**config.mk**
```make
export PLATFORM = sky130hd
export DESIGN_NAME = itof
export DESIGN_NICKNAME = d
export VERILOG_FILES = /design/src/rtl/itof.sv
export SDC_FILE = /design/constraint.sdc
export NUM_CORES = 1
export LEC_CHECK = 0
export ABC_AREA = 1
export BUFFER_PORTS_ARGS = -buffer_cell sky130_fd_sc_hd__buf_2
export CAP_MARGIN = 10
export CORE_UTILIZATION = 30
export CTS_CLUSTER_SIZE = 12
export DETAILED_ROUTE_END_ITERATION = 7
export PLACE_DENSITY = 0.53
export SYNTH_ARGS = -nofsm -noshare
export SYNTH_HDL_FRONTEND = slang
export SYNTH_SLANG_ARGS = --single-unit
export TNS_END_PERCENT = 100
```
**constraint.sdc**
```tcl
create_clock -name clk -period 8.8 [get_ports clk]
set_clock_uncertainty 0.15 [all_clocks]
set_input_delay 0.88 -clock clk [delete_from_list [all_inputs] [get_ports clk]]
set_output_delay 0.88 -clock clk [all_outputs]
set_load 0.01 [all_outputs]
```
**src/rtl/itof.sv**
```systemverilog
// itof: pipelined signed 32-bit integer to IEEE-754 single-precision converter.
// Three register stages (sign/magnitude, normalise, round/pack) under one
// shared enable. Rounding is round-to-nearest, ties-to-even. Zero gives +0.
//
// Ports:
//   clk        sole clock, all state on posedge
//   rst        synchronous reset, active-high
//   x          signed two's-complement operand
//   in_valid   x is valid this cycle
//   in_ready   converter accepts x this cycle (equals the pipeline enable)
//   y          single-precision result {sign, exp[7:0], man[22:0]}
//   out_valid  y is valid
//   out_ready  consumer takes y this cycle
`timescale 1ns/1ps
module itof (
  input  logic        clk,
  input  logic        rst,
  input  logic [31:0] x,
  input  logic        in_valid,
  output logic        in_ready,
  output logic [31:0] y,
  output logic        out_valid,
  input  logic        out_ready
);

  // The whole pipe advances together; it only stalls when the output
  // register holds a result nobody has taken yet.
  logic en;
  assign en       = ~out_valid | out_ready;
  assign in_ready = en;

  // Stage 1: sign, magnitude, zero flag
  logic        v1, s1, z1;
  logic [31:0] a1;

  // Stage 2: normalised magnitude (the implicit leading one is dropped)
  logic        v2, s2, z2;
  logic [4:0]  lz2;
  logic [30:0] n2;

  // Leading-zero count of the stage-1 magnitude. Scanning upward lets the
  // highest set bit win; a zero magnitude leaves lz at 0, which is harmless
  // because the zero flag overrides the result later.
  logic [4:0]  lz1;
  logic [31:0] n1;
  always_comb begin
    lz1 = 5'd0;
    for (int i = 0; i < 32; i++) begin
      if (a1[i]) lz1 = 5'(31 - i);
    end
    n1 = a1 << lz1;
  end

  // Rounding of the normalised value: 23 kept bits, then guard and sticky.
  logic [22:0] m;
  logic        grd, sticky, rnd;
  logic [23:0] mr;
  logic [7:0]  ex;
  logic [22:0] man;
  always_comb begin
    m      = n2[30:8];
    grd    = n2[7];
    sticky = |n2[6:0];
    rnd    = grd & (sticky | m[0]);
    mr     = {1'b0, m} + {23'd0, rnd};
    // A carry out of the mantissa means the value rounded up to the next
    // power of two: the fraction becomes zero and the exponent bumps by one.
    ex     = 8'd158 - {3'd0, lz2} + {7'd0, mr[23]};
    man    = mr[23] ? 23'd0 : mr[22:0];
  end

  always_ff @(posedge clk) begin
    if (rst) begin
      v1        <= 1'b0;
      s1        <= 1'b0;
      z1        <= 1'b0;
      a1        <= 32'd0;
      v2        <= 1'b0;
      s2        <= 1'b0;
      z2        <= 1'b0;
      lz2       <= 5'd0;
      n2        <= 31'd0;
      out_valid <= 1'b0;
      y         <= 32'd0;
    end else if (en) begin
      v1        <= in_valid;
      s1        <= x[31];
      a1        <= x[31] ? (~x + 32'd1) : x;
      z1        <= (x == 32'd0);

      v2        <= v1;
      s2        <= s1;
      z2        <= z1;
      lz2       <= lz1;
      n2        <= n1[30:0];

      out_valid <= v2;
      y         <= z2 ? 32'd0 : {s2, ex, man};
    end
  end

endmodule

```
==> metrics.cfg <==
[timing]
final_max_slew_viol_count=0
setup_viol=0
hold_viol_final=0
max_freq_mhz=249
worst_slew_pin_slew_ns=1.08
worst_slew_margin_rel=0.278
fin_tns_setup_ns=0
period_share=0.456
period_needed_ns=4.01
rsz0062_at_grt=false

[synthesis]
syn_nets=1155
synthCells=1115
synthArstFlopShare=0
syn-cell-area_mm2=0.00690
synth-seq-area-share=0.311
synth-edff-count=0
synth_top_area_cell=dfxtp_1
synth.distinct_cells=45
synth_area_leaders=dfxtp_1 (31%), nand3_1 (15%), nand2_1 (15%)
synth_area_per_cell_um2=6.19
ys.warnings.count=0
yosysTopAreaCellShare=0.311
ys.flop_type=dfxtp_1
ys_ff_latch=107

[critical_path]
crit_start=a1[3]
crit-reg2reg-launch=a1[3]
cp.arrival_ns=4.15
cp.required_ns=8.94
worstPathMaxFanout=33
critical_path_class=flip-flop to flip-flop
cp-end-kind=flip-flop
critPathLaunchType=flip-flop

[die]
core_mm2=0.0226
pin_count=70
start_util=0.306
die_y_um=154
die-area_mm2=0.0236
die_width_um=154
rows=55

[cells_and_area]
register_area_mm2=0.00214
areaGrowthSynthToFinish_pct=12.1
n_antenna_cell=0
final_area_mm2=0.00773
final_util=0.342
finalNetCount=1185
fin_cells=1435
fillers=2514
multi_input_area_mm2=0.00402
drive_above_1_share=0.106

[worst_hold_path]
hold_class=flip-flop to flip-flop
hold_start=y[5]

[global_routing]
track_usage=0.180
overflow=0
antenna_found_initial=0
grt_pass1_wl_um=34700
grt_pass1_vias=6803
grt_max_degree=68

[cts]
clock_sinks=107
cts_tree=done
cts_max_level=3
cts.clk_slew.worst_paths_ns=0.08
clk_latency_ns=0.36
cts_buffers=9
cts-root-buf=clkbuf_16
cts-resized-gates=0
cts_setup_buffers=0
clockBufferDepth=2
cts_hold_buf=0

[route]
ant_nets=0
vias=7214
drtPass1Iterations=6
wl_um=20600
drt_iter0_markers=587
post-route-drc-count=2
wire_per_inst_um=14.3
vias_per_cell=5.03

[place]
place_area_mm2=0.00741
hpwl_um=14800
gp_congestion=0.846
io_buffers=69
dp.cells=1419

[run_status]
run_status=finished with violations
violations=design-rule violations

[power]
pwr_density_cell_mw_per_mm2=200
peakVddDrop_mv=0.0883
finalPower_uw=1550
cellLeakagePower_uw=0.00358

[run]
max-cap-violations=0

==> kinds of logic after synthesis <==
| logic type | after synthesis | share of synthesized area |
|---|---|---|
| compound gates | 166 | 0.140 |
| xor+xnor | 18 | 0.0229 |
| fa+ha+maj | 4 | 0.00726 |
| buf+inv | 184 | 0.108 |
| flops | 107 | 0.311 |
| simple gates | 636 | 0.411 |
==> final cells by class <==
cell class	instances	area share
clock buffers	10	0.0296
flip-flops and latches	107	0.277
well taps	285	0.0461
repair buffers	79	0.0544
clock inverters	6	0.0121
multi-input cells	824	0.520
inverters	124	0.0602
==> cell usage after synthesis, types with 3 or more instances <==
| master | number |
|---|---|
| inv_2 | 4 |
| ha_1 | 4 |
| nand2_1 | 273 |
| or2_2 | 5 |
| inv_1 | 117 |
| buf_1 | 4 |
| dfxtp_1 | 107 |
| nand3b_1 | 3 |
| nor3_1 | 19 |
| nor4_1 | 8 |
| o41ai_1 | 3 |
| o21ai_0 | 36 |
| nor2_1 | 91 |
| buf_2 | 12 |
| o221ai_1 | 15 |
| xor2_1 | 12 |
| nand3_2 | 9 |
| o21ai_1 | 5 |
| xnor2_1 | 6 |
| a21oi_1 | 80 |
| a31oi_1 | 4 |
| o211ai_1 | 8 |
| buf_6 | 3 |
| nand4_1 | 8 |
| clkinv_1 | 3 |
| clkbuf_1 | 39 |
| nand3_1 | 213 |
==> where the power goes <==
group,total [uW],switching (uW),internal (uW)
Clock,450,197,254
Sequential,603,57.7,545
Combinational,495,329,167
==> worst max-delay path: stages, from the launching register on <==
cell,delay (ns)
dfxtp_1,0.48
inv_1,0.10
a311oi_1,0.31
o31ai_1,0.10
o21ai_1,0.17
nand2_1,0.08
nand2_1,0.06
nand2_1,0.05
nand2_1,0.05
nand2_1,0.04
nand2_1,0.06
nand2_1,0.05
a211o_1,0.25
nand3_1,0.07
buf_4,0.35
inv_1,0.55
nand3_1,0.39
nand3_1,0.15
nand2_1,0.11
nand3_1,0.07
nand2_1,0.11
inv_1,0.05
a21oi_2,0.11
==> metal layers <==
metal  part of all wire  GRT usage
met1               0.50      0.251
met2               0.44      0.285
met3              0.042     0.0276
met4              0.023     0.0543
met5                  0          0
==> per-stage QoR <==
step / hold slack, ns / worst slack, ns
6_report: 0.312 / 4.79
5_1_grt: 0.330 / 4.50
4_1_cts: 0.314 / 4.90
3_5_place_dp: 0.302 / 4.91
3_3_place_gp: 0.302 / 4.93
2_1_floorplan: 0.291 / 5.71
==> layout by cell type, fill, tap and decap left out, types with 8 or more instances in the layout <==
cell type  netlist  routed
nand2_1        273     273
nand3_1        213     213
inv_1          117     116
dfxtp_1        107     107
nor2_1          91      89
a21oi_1         80      80
buf_2           12      69
o21ai_0         36      36
nor3_1          19      19
o221ai_1        15      15
xor2_1          12      12
buf_4            1      10
nand3_2          9       9
clkbuf_16        0       9
nor4_1           8       8
nand4_1          8       8
o211ai_1         8       8
==> path summary, 6_finish.rpt <==
| path | to | slack [ns] | depth (start not counted) |
|---|---|---|---|
| worst min register to register | y[5] | 0.31 | 2 |
| worst max-delay path | n2[23] | 4.79 | 22 |
| worst min-delay path | y[5] | 0.31 | 2 |
| worst max register to register | n2[23] | 4.79 | 22 |
==> registers in the layout (all words and copies together), names as in the netlist <==
signal / cells
v2: 1
z1: 1
a1: 32
s2: 1
n2: 31
z2: 1
out_valid: 1
s1: 1
lz2: 5
v1: 1
y: 32
(Power assumes the default switching activity.)
